$ cat src/rtl/layer_sequencer.sv
//------------------------------------------------------------------------------
// layer_sequencer
//
// Control FSM for one neural-network layer job on an N_MACS-wide MAC array.
// A job runs through these steps:
//   - clear the accumulators
//   - load n_rows weight rows
//   - stream n_vecs input vectors
//   - wait DRAIN_CYC cycles for the MAC pipeline to empty
//   - read out the N_MACS accumulators one beat at a time
//   - pulse done
//
// Ports:
//   clk_i        : single clock, rising-edge active
//   rst_i        : synchronous active-high reset
//   start_i      : begin a job (only honoured in IDLE)
//   abort_i      : synchronous cancel of the running job
//   n_rows_i     : weight rows to load, captured when start is accepted
//   n_vecs_i     : input vectors to stream, captured when start is accepted
//   w_valid_i    : weight-row valid from the weight source
//   w_ready_o    : weight-row ready (LOAD only)
//   x_valid_i    : input-vector valid from the activation source
//   x_ready_o    : input-vector ready (STREAM only)
//   mode_o       : weight pipeline mode, 0 idle / 1 load / 2 layer
//   acc_clear_o  : one-cycle accumulator clear
//   rd_valid_o   : readout valid (READ only)
//   rd_ready_i   : readout ready from the consumer
//   rd_idx_o     : accumulator index being read out
//   busy_o       : high in every state except IDLE
//   done_o       : one-cycle job completion pulse
//------------------------------------------------------------------------------
module layer_sequencer #(
  parameter int  N_MACS    = 4,
  parameter int  DRAIN_CYC = 5,
  localparam int IDX_W     = (N_MACS > 1) ? $clog2(N_MACS) : 1
) (
  input  logic             clk_i,
  input  logic             rst_i,
  input  logic             start_i,
  input  logic             abort_i,
  input  logic [7:0]       n_rows_i,
  input  logic [7:0]       n_vecs_i,
  input  logic             w_valid_i,
  output logic             w_ready_o,
  input  logic             x_valid_i,
  output logic             x_ready_o,
  output logic [2:0]       mode_o,
  output logic             acc_clear_o,
  output logic             rd_valid_o,
  input  logic             rd_ready_i,
  output logic [IDX_W-1:0] rd_idx_o,
  output logic             busy_o,
  output logic             done_o
);

  localparam int DRAIN_W = (DRAIN_CYC > 1) ? $clog2(DRAIN_CYC) : 1;

  localparam logic [DRAIN_W-1:0] DRAIN_LAST = DRAIN_W'((DRAIN_CYC > 0) ? DRAIN_CYC - 1 : 0);
  localparam logic [IDX_W-1:0]   IDX_LAST   = IDX_W'(N_MACS - 1);

  localparam logic [2:0] MODE_IDLE  = 3'd0;
  localparam logic [2:0] MODE_LOAD  = 3'd1;
  localparam logic [2:0] MODE_LAYER = 3'd2;

  typedef enum logic [2:0] {
    S_IDLE,
    S_CLEAR,
    S_LOAD,
    S_STREAM,
    S_DRAIN,
    S_READ,
    S_DONE
  } state_e;

  state_e             state_q,    state_d;
  logic [7:0]         rowCnt_q,   rowCnt_d;
  logic [7:0]         vecCnt_q,   vecCnt_d;
  logic [DRAIN_W-1:0] drainCnt_q, drainCnt_d;
  logic [IDX_W-1:0]   rdIdx_q,    rdIdx_d;
  logic [7:0]         nRows_q,    nRows_d;
  logic [7:0]         nVecs_q,    nVecs_d;

  // State and counter registers. Reset wins over everything, including a
  // start or abort presented in the same cycle.
  always_ff @(posedge clk_i) begin
    if (rst_i) begin
      state_q    <= S_IDLE;
      rowCnt_q   <= '0;
      vecCnt_q   <= '0;
      drainCnt_q <= '0;
      rdIdx_q    <= '0;
      nRows_q    <= '0;
      nVecs_q    <= '0;
    end else begin
      state_q    <= state_d;
      rowCnt_q   <= rowCnt_d;
      vecCnt_q   <= vecCnt_d;
      drainCnt_q <= drainCnt_d;
      rdIdx_q    <= rdIdx_d;
      nRows_q    <= nRows_d;
      nVecs_q    <= nVecs_d;
    end
  end

  // Next-state and counter logic. Abort is checked before any handshake,
  // so a beat completing in the abort cycle is dropped rather than counted.
  // The row and vector counters stop at their terminal count (count+1 ==
  // target), which keeps them from wrapping even with a target of 255.
  always_comb begin
    state_d    = state_q;
    rowCnt_d   = rowCnt_q;
    vecCnt_d   = vecCnt_q;
    drainCnt_d = drainCnt_q;
    rdIdx_d    = rdIdx_q;
    nRows_d    = nRows_q;
    nVecs_d    = nVecs_q;

    if (abort_i && (state_q != S_IDLE)) begin
      state_d    = S_IDLE;
      rowCnt_d   = '0;
      vecCnt_d   = '0;
      drainCnt_d = '0;
      rdIdx_d    = '0;
    end else begin
      unique case (state_q)
        S_IDLE: begin
          // abort in IDLE only serves to veto a simultaneous start
          if (start_i && !abort_i) begin
            nRows_d = n_rows_i;
            nVecs_d = n_vecs_i;
            state_d = S_CLEAR;
          end
        end

        S_CLEAR: begin
          rowCnt_d   = '0;
          vecCnt_d   = '0;
          drainCnt_d = '0;
          rdIdx_d    = '0;
          if (nRows_q != 8'd0) begin
            state_d = S_LOAD;
          end else if (nVecs_q != 8'd0) begin
            state_d = S_STREAM;
          end else begin
            state_d = S_READ;
          end
        end

        S_LOAD: begin
          if (w_valid_i) begin
            rowCnt_d = rowCnt_q + 8'd1;
            if (rowCnt_q == nRows_q - 8'd1) begin
              state_d = (nVecs_q != 8'd0) ? S_STREAM : S_READ;
            end
          end
        end

        S_STREAM: begin
          if (x_valid_i) begin
            vecCnt_d = vecCnt_q + 8'd1;
            if (vecCnt_q == nVecs_q - 8'd1) begin
              drainCnt_d = '0;
              state_d    = (DRAIN_CYC > 0) ? S_DRAIN : S_READ;
            end
          end
        end

        S_DRAIN: begin
          if (drainCnt_q == DRAIN_LAST) begin
            drainCnt_d = '0;
            state_d    = S_READ;
          end else begin
            drainCnt_d = drainCnt_q + DRAIN_W'(1);
          end
        end

        S_READ: begin
          // rd_idx only moves on an accepted beat, so a stalled consumer
          // sees the same index until it takes it
          if (rd_ready_i) begin
            if (rdIdx_q == IDX_LAST) begin
              rdIdx_d = '0;
              state_d = S_DONE;
            end else begin
              rdIdx_d = rdIdx_q + IDX_W'(1);
            end
          end
        end

        S_DONE: begin
          rowCnt_d   = '0;
          vecCnt_d   = '0;
          drainCnt_d = '0;
          rdIdx_d    = '0;
          state_d    = S_IDLE;
        end

        default: begin
          state_d    = S_IDLE;
          rowCnt_d   = '0;
          vecCnt_d   = '0;
          drainCnt_d = '0;
          rdIdx_d    = '0;
        end
      endcase
    end
  end

  // Output decode, purely from the registered state and counters so that
  // no input can reach an output combinationally.
  always_comb begin
    mode_o      = MODE_IDLE;
    w_ready_o   = 1'b0;
    x_ready_o   = 1'b0;
    acc_clear_o = 1'b0;
    rd_valid_o  = 1'b0;
    rd_idx_o    = rdIdx_q;
    busy_o      = (state_q != S_IDLE);
    done_o      = 1'b0;

    unique case (state_q)
      S_CLEAR: acc_clear_o = 1'b1;
      S_LOAD: begin
        mode_o    = MODE_LOAD;
        w_ready_o = 1'b1;
      end
      S_STREAM: x_ready_o = 1'b1;
      S_READ: begin
        mode_o     = MODE_LAYER;
        rd_valid_o = 1'b1;
      end
      S_DONE:  done_o = 1'b1;
      default: ;
    endcase
  end

endmodule

$ cat config.mk
export PLATFORM = sky130hd
export DESIGN_NAME = layer_sequencer
export DESIGN_NICKNAME = d
export VERILOG_FILES = /design/src/rtl/layer_sequencer.sv
export SDC_FILE = /design/constraint.sdc
export NUM_CORES = 1
export LEC_CHECK = 0
export CAP_MARGIN = 20
export CORE_MARGIN = 10
export CORE_UTILIZATION = 58
export CTS_CLUSTER_SIZE = 40
export DETAILED_ROUTE_END_ITERATION = 12
export GPL_TIMING_DRIVEN = 0
export PLACE_DENSITY_LB_ADDON = 0.25
export SLEW_MARGIN = 30
export SYNTH_ARGS = -nofsm -noshare
export SYNTH_HDL_FRONTEND = slang
export SYNTH_SLANG_ARGS = --single-unit
$ cat constraint.sdc
create_clock -name clk_i -period 5.15 [get_ports clk_i]
set_clock_uncertainty 0.2 [all_clocks]
set_input_delay 1.03 -clock clk_i [delete_from_list [all_inputs] [get_ports clk_i]]
set_output_delay 1.03 -clock clk_i [all_outputs]
set_load 0.05 [all_outputs]
======== Word level (Yosys, flattened, before mapping) ========
Cells that the tools add are included.
cells by class
  add/sub/neg operators ................... 6
  equality and inequality tests ........... 18
  multiplexer cells ....................... 28
  bitwise operators ....................... 5
  reductions and logical operators ........ 18
operator list
  cell                                               number
  two-way mux 3 bit                                  13
  case mux 8 bit (2 select lines)                    2
  case mux 3 bit (6 select lines)                    1
  adder 8 x 1 -> 8 bit (second input constant)       2
  == test 8 bit                                      2
  two-way mux 8 bit                                  2
  != test 2 bit (second input constant)              8
  nonzero test 8 bit                                 2
  subtractor 8 x 1 -> 8 bit (second input constant)  2
  == test 3 bit (second input constant)              4
  OR reduction 4 bit                                 3
  case mux 3 bit (3 select lines)                    1
  case mux 2 bit (2 select lines)                    2
  AND reduction 8 bit                                1
  == test 3 x 2 -> 1 bit (second input constant)     2
  AND reduction 2 bit                                3
  AND reduction 3 bit                                2
  two-way mux 1 bit                                  5
  inverter 1 bit                                     5
  two-way mux 2 bit                                  2
  adder 3 x 1 -> 3 bit (second input constant)       1
  == test 3 x 1 -> 1 bit (second input constant)     1
  logical NOT 3 bit                                  1
  nonzero test 3 bit                                 1
  other kinds (6)                                    7
word-level totals
  bits in registers ....................... 40
  output and inout bits ................... 11
  logic and storage cells ................. 82

======== Logic depth before layout (Yosys ltp) ========
  depth after elaboration ................. 5
  depth in mapped cells ................... 9
  mapped depth without buffers ............ 9

======== Worst setup path before layout ========
No wires, ideal clock.
  path kind ............................... register to output
  start point ............................. register state_q[0]
  end point ............................... output port mode_o[0]
  arrival time ............................ 2.221 ns
  data required time ...................... 3.920 ns
  path slack .............................. 1.699 ns
  stages on the path, launching flop included .. 4
  cell sequence ........................... dfxtp_1 > clkbuf_1 > nor3_1 > buf_4
on the way
  word-level cells in the longest chain between the ends .. 2
  elaborated cells between the ends (all ways) .. 3
  those cells by class .................... eq/ne: 2; mux: 1
ends and longest elaborated chain
  item                                                     RTL line  RTL
  start, declared                                          75        state_e state_q, state_d;
  start signal, assigned                                   95        state_q <= state_d;
  == test 3 bit or == test 3 x 2 -> 1 bit (tied branches)  221       unique case (state_q)
  case mux 2 bit (2 select lines) *                        221
  end, declared                                            47        output logic [2:0] mode_o,
Mark *: on every way between the ends. The rest lies on a longest branch, timed or not.

======== Final worst setup path ========
Same ends and word-level chain as after synthesis.

==> impl_metrics.tcl <==
set metrics [dict create \
    run_status "complete, no violations" \
    postCtsHoldBufs 0 \
    drt_first_iter_violations 267 \
    vias_per_cell 5.64 \
    minimum_period_implied_by_the_final_worst_setup_slack_ns 3.84 \
    ys_top_cells_by_count "42 x sky130_fd_sc_hd__nand2_1, 40 x sky130_fd_sc_hd__dfxtp_1, 37 x sky130_fd_sc_hd__nor2_1, 27 x sky130_fd_sc_hd__a21oi_1, 20 x sky130_fd_sc_hd__xor2_1" \
    die_height_um 83.9 \
    synth.distinct_cells 50 \
    fmax_ghz 0.261 \
    final_max_slew_viol_count 0 \
    cts-buffers-inserted 5 \
    grt_setup_unrepaired "false" \
    timing_worst_setup_path_type "reg2out" \
    chipWidth_um 83.9 \
    antenna_violations_before_repair 0 \
    die_area_mm2 0.00703 \
    cp_num_buf_inv 3 \
    crit_path_top_delay_cell "sky130_fd_sc_hd__clkdlybuf4s50_1" \
    crit_arrival_ns 2.61 \
    setup.worst_path.end_class "output port" \
    grt.overflow.total 0 \
    power-per-cell-area_mw_per_mm2 439 \
    post_synth_main_area_contributors "sky130_fd_sc_hd__dfxtp_1 34%, sky130_fd_sc_hd__xor2_1 7.4%, sky130_fd_sc_hd__nand2_1 6.7%, sky130_fd_sc_hd__nor2_1 5.9%, sky130_fd_sc_hd__a21oi_1 5.7%" \
    cp-start-kind "flip-flop" \
    areaGrowthSynthToFinish_pct 22.5 \
    worst_path_largest_cell_delay_ns 0.81 \
    clock_slew_at_reported_path_ffs_ns 0.08 \
    synthesis.instances 304 \
    dr_total_vias 2216 \
    num_antenna_cells 0 \
    pin_count_of_the_biggest_net_entering_global_routing 14 \
    hp-class "reg2reg" \
    static-leakage-power_nw 1.11 \
    ys_ff_latch 40 \
    drc 0 \
    place.detailed.hpwl_um 4200 \
    sink_count 40 \
    final-setup-viol-count 0 \
    share_of_the_yosys_chip_area_belonging_to_registers_pct 33.9 \
    synth.net_count 335 \
    hold_violations 0 \
    finish.instance_area_mm2 0.00290 \
    clk_root_buffer_cell "sky130_fd_sc_hd__clkbuf_8" \
    avgRoutedWirePerCell_um 14.2 \
    gp_congestion 0.912 \
    crit_chain "clkbuf_1 > nor3_1 > buf_4 > clkdlybuf4s50_1" \
    initial_utilization_pct 59.5 \
    irDropWorstVdd_mv 0.218 \
    synth_area_leader_cell "sky130_fd_sc_hd__dfxtp_1" \
    final_core_utilization_pct 72.9 \
    synth_area_mm2 0.00236 \
    synth-edff-count 0 \
    global_route_wire_length_before_repair_um 9670 \
    timing.slew.headroom_pct 48.1 \
    timing_worst_slew_pin_value_ns 0.773 \
    yosysWarningCount 0 \
    drt_pre_antenna_iters 5 \
    async_reset_ff_share_pct 0 \
    post_cts.repair.setup_buffers 0 \
    detailedPlace.worstSlack_ns 1.67 \
    rows 23 \
    num-nets-final 373 \
    totalNegativeSetupSlack_ns 0 \
    tritoncts_clock_tree "done" \
    syn_area_per_cell_um2 7.78 \
    critPathRequiredTime_ns 3.92 \
    maxCapViolations 0 \
    ioPinCount 34 \
    cpLargestDelayFamily "buffers and inverters" \
    design_power_w 0.00127 \
    detail_route.wirelength_um 5580 \
    netlist.area_leader.share_pct 33.9 \
    post_route_cells_drive_above_1_share_pct 8.16 \
    setup_ws_post_layout_ns 1.31 \
    max-clock-path-buffers 2 \
    io_buffer_count 31 \
    cts-htree-levels 2 \
    ctsResizeCount 0 \
    number_of_global_route_vias_before_repair 2171 \
    design.core.area_mm2 0.00397 \
    ys_dominant_reg_cell "sky130_fd_sc_hd__dfxtp_1" \
    critical_path_peak_fanout 10 \
    period_share_pct 74.5 \
    placedInstanceArea_mm2 0.00274 \
    grt_use_total_pct 16.0 \
    antenna_left 0 \
    yosysMostFrequentCell "sky130_fd_sc_hd__nand2_1" \
    clkLatencyLatePin_ns 0.30 \
]
-- cell families (layout without fill, tap and decap cells) --
kind of cell	count (synthesis)	count (layout)	share of synthesized area (%)
muxes	2	2	0.899
adders and majority gates	8	8	4.23
xor gates and xnor gates	28	28	10.4
and+or+nand+nor	138	138	29.3
DFF	40	40	33.9
other	1	1	0.159
buffers and inverters	27	66	4.81
AOI/OAI and AO/OA	60	60	16.3
-- final timing paths --
kind                from          end  slack [ns]  cells after the start
max           state_q[0]    mode_o[0]        1.31                      4
min          rd_idx_o[1]  rd_idx_o[1]        0.27                      2
max reg2reg   nRows_q[0]   state_q[2]        2.49                      9
min reg2reg  rd_idx_o[1]  rd_idx_o[1]        0.27                      2
-- metrics by stage --
stage	cells	hold slack (ns)
final	393	0.275
after global routing	393	0.300
after detailed placement	385	0.266
after global placement	385	0.264
after floorplan	304	0.256
after CTS	393	0.277
-- registers in the layout, summed over array words and instances, names as in the netlist --
signal	cells
nRows_q	8
nVecs_q	8
rowCnt_q	8
vecCnt_q	8
drainCnt_q	3
state_q	3
rd_idx_o	2
-- power by group --
| part | internal [W] | total, W | switching, W |
|---|---|---|---|
| Combinational | 0.000196 | 0.000545 | 0.000348 |
| Sequential | 0.000337 | 0.000367 | 0.0000303 |
| Clock | 0.000242 | 0.000359 | 0.000116 |
-- worst register-to-register path, stage by stage (launching register included) --
cell and delay (ns):
sky130_fd_sc_hd__dfxtp_1 0.36, sky130_fd_sc_hd__inv_1 0.07, sky130_fd_sc_hd__ha_1 0.22, sky130_fd_sc_hd__or3b_1 0.39, sky130_fd_sc_hd__or3_1 0.39, sky130_fd_sc_hd__and2_4 0.17
sky130_fd_sc_hd__a221oi_2 0.29, sky130_fd_sc_hd__a21oi_2 0.12, sky130_fd_sc_hd__a2111oi_2 0.25, sky130_fd_sc_hd__o21a_1 0.15
-- cells in the final DEF (no fill, tap or decap), types with 2 or more instances in the layout --
| cell type | count |
|---|---|
| sky130_fd_sc_hd__o21a_1 | 2 |
| sky130_fd_sc_hd__inv_1 | 11 |
| sky130_fd_sc_hd__and3_1 | 3 |
| sky130_fd_sc_hd__a31oi_1 | 5 |
| sky130_fd_sc_hd__nand4b_1 | 2 |
| sky130_fd_sc_hd__nand2_1 | 42 |
| sky130_fd_sc_hd__clkbuf_1 | 12 |
| sky130_fd_sc_hd__o211ai_1 | 3 |
| sky130_fd_sc_hd__nor2_1 | 37 |
| sky130_fd_sc_hd__buf_4 | 3 |
| sky130_fd_sc_hd__or3_1 | 2 |
| sky130_fd_sc_hd__and4_1 | 2 |
| sky130_fd_sc_hd__clkdlybuf4s50_1 | 31 |
| sky130_fd_sc_hd__xnor2_1 | 8 |
| sky130_fd_sc_hd__or2_2 | 4 |
| sky130_fd_sc_hd__nand3b_1 | 5 |
| sky130_fd_sc_hd__nand3_1 | 11 |
| sky130_fd_sc_hd__dfxtp_1 | 40 |
| sky130_fd_sc_hd__nand4_1 | 9 |
| sky130_fd_sc_hd__clkbuf_8 | 5 |
| sky130_fd_sc_hd__o21ai_0 | 8 |
| sky130_fd_sc_hd__xor2_1 | 20 |
| sky130_fd_sc_hd__ha_1 | 8 |
| sky130_fd_sc_hd__bufinv_16 | 3 |
| sky130_fd_sc_hd__nor2b_1 | 2 |
| sky130_fd_sc_hd__a21oi_1 | 27 |
| sky130_fd_sc_hd__a311oi_1 | 2 |
| sky130_fd_sc_hd__o31ai_1 | 3 |
| sky130_fd_sc_hd__nor3_1 | 6 |
| sky130_fd_sc_hd__nand2b_1 | 4 |
-- cell type report --
| cell class | count | area, µm² |
|---|---|---|
| fill | 332 | 1070 |
| tap | 50 | 62.6 |
| clock buffer | 5 | 68.8 |
| timing repair buffer | 31 | 310 |
| inverter | 11 | 41.3 |
| multi-input combinational | 237 | 1450 |
| buffer | 16 | 72.6 |
| sequential | 40 | 801 |
| clock inverter | 3 | 90.1 |
-- layer usage --
layer | track usage, % | vias up | routed length, µm
met5 | 0 | - | 0
met4 | 4.57 | 0 | 53
met3 | 5.96 | 7 | 366
met2 | 27.2 | 60 | 2710
met1 | 18.1 | 1018 | 2450
li1 | - | 1131 | -
Note: power is estimated with default switching activity, not from simulation.
==> RTL edit: new RTL, same settings <==
Encoding of `state_e`: now Gray code (3 bits for 7 states).
--- a/src/rtl/layer_sequencer.sv
+++ b/src/rtl/layer_sequencer.sv
@@ -63,13 +63,13 @@
   localparam logic [2:0] MODE_LAYER = 3'd2;
 
   typedef enum logic [2:0] {
-    S_IDLE,
-    S_CLEAR,
-    S_LOAD,
-    S_STREAM,
-    S_DRAIN,
-    S_READ,
-    S_DONE
+    S_IDLE   = 3'b000,
+    S_CLEAR  = 3'b001,
+    S_LOAD   = 3'b011,
+    S_STREAM = 3'b010,
+    S_DRAIN  = 3'b110,
+    S_READ   = 3'b111,
+    S_DONE   = 3'b101
   } state_e;
 
   state_e             state_q,    state_d;
Formal check against the unedited RTL: no difference found for any inputs over 10 cycles, from zero or initial values and one cycle with rst_i high; not proved beyond that.
==> RTL edit against the unedited design <==
  * Wire length decreased by 3.2%
  * Synthesized area increased by 0.21%
  * Setup slack improved by 0.028 ns
  * Non-clock buffer count decreased by 1
  * Sequential cell count unchanged
  * Total power decreased by 22%
  * Cell area decreased by 2.9%
  * Register-to-register slack got worse by 0.10 ns
  * Sequential share of layout area increased by 0.84 points
  * Count of clock-buffer cells in the layout unchanged
==> RTL edit: results (changes against the unedited design) <==
Routing
  • Initial drt markers: 98 (-63%)
  • Met3 wire length: 227 um (-38%)
  • Met1 WL: 2.365 mm (-3.5%)
  • Total Wirelength: 5.402 mm (-3.2%)

Layout
  • Final net count: 369 (-1.1%)
  • Fillcell total: 358 (+7.8%)
  • Share of cells above drive strength 1: 4.154% (-4.0 points)

Pwr
  • Pint: 0.5911 mW (-24%)
  • VDD IR max: 0.2400 mV (+9.9%)
  • Cell leakage power: 1.024 nW (-7.8%)

Min path
  • Hold_sp: nRows_q[7]$_SDFFE_PP0P_

STA
  • Final worst path period share: 73.99% (-0.54 points)

Global route
  • Largest net degree at the start of global routing: 11 (-3)
  • Met3 Resource Use GR: 3.906% (-2.1 points)
  • Vias in the first global route: 2183 (+0.55%)
  • Met1 Use GR: 17.65% (-0.42 points)
  • Met2 Usage GRT: 28.71% (+1.5 points)
  • Total track usage: 15.84% (-0.14 points)

Yosys
  • Syn Nets: 331 (-1.2%)
  • Distinct cells, synth: 45 (-10%)
  • Synth cell count leaders: nand2_1, dfxtp_1, a21oi_1, nor2_1, xnor2_1
  • Sequential element share of the synthesized area: 33.79% (-0.072 points)

Worst setup path
  • CP Capture Point: mode_o[1]
  • Reg2Reg Depth: 8 (-1)
  • Crit path DAT: 2.58 ns (-0.03 ns)
  • Reg2Reg Setup Slack: 2.39 ns (-0.10 ns)
  • CP max stage delay: 0.79 ns (-0.02 ns)

Placed design
  • Worst slack, placed: 1.660 ns (-0.007380 ns)
  • DP Wirelength: 4.262 mm (+1.5%)
  • Routability cong.: 0.8260 (-9.4%)
  • Dpl cell area: 2743 um^2 (+0.18%)

Outcome
  • Status: finished, final reports clean
RTL edit: cell types whose count changed after synthesis, sizes merged, moves of 4 or more:
cell | unedited run | this run
or3 | 2 | 6
xnor2 | 8 | 15
nor2b | 2 | 8
nand3 | 11 | 7
nand3b | 5 | 0
nor2 | 37 | 29
xor2 | 20 | 14
or2 | 4 | 0
nand2 | 42 | 48
RTL edit: final cells by class:
type | count | area [um^2] | share of cell area, %
Buffer | 15 | 67.56 | 2.403
Clock buffer | 5 | 68.82 | 2.448
Inverter | 8 | 30.03 | 1.068
Multi-Input combinational cell | 238 | 1471 | 52.34
Sequential cell | 40 | 800.8 | 28.48
Tap cell | 50 | 62.56 | 2.225
Timing Repair Buffer | 31 | 310.3 | 11.04
RTL edit: metrics by stage:
step	hold WS, ns	utilization (%)	std cells
2_1_floorplan	0.2608	-	301
5_1_grt	0.3375	70.79	387
6_report	0.2941	70.79	387
4_1_cts	0.2885	70.79	387
3_3_place_gp	0.2718	69.06	382
3_5_place_dp	0.2786	69.06	382
RTL edit: power by group through the flow:
stage	registers, mW	clock network, mW	logic, mW
after global routing	0.373	0.199	0.480
final	0.367	0.185	0.433
after global placement	0.373	0	0.420
after detailed placement	0.374	0	0.428
after CTS	0.367	0.191	0.431
after floorplan	0.366	0	0.326
RTL edit: kinds of logic (layout without fill, tap and decap cells):
logic type	after synthesis	count (layout)	share of synthesized area, %
AO/OA/AOI/OAI	61	61	16.95
XOR/XNOR	29	29	10.72
adder cells (fa/ha/maj)	7	7	3.696
buffers and inverters	23	59	4.118
flip-flops	40	40	33.79
multiplexers	4	4	1.690
other	1	1	0.1582
AND/OR/NAND/NOR	136	136	28.88
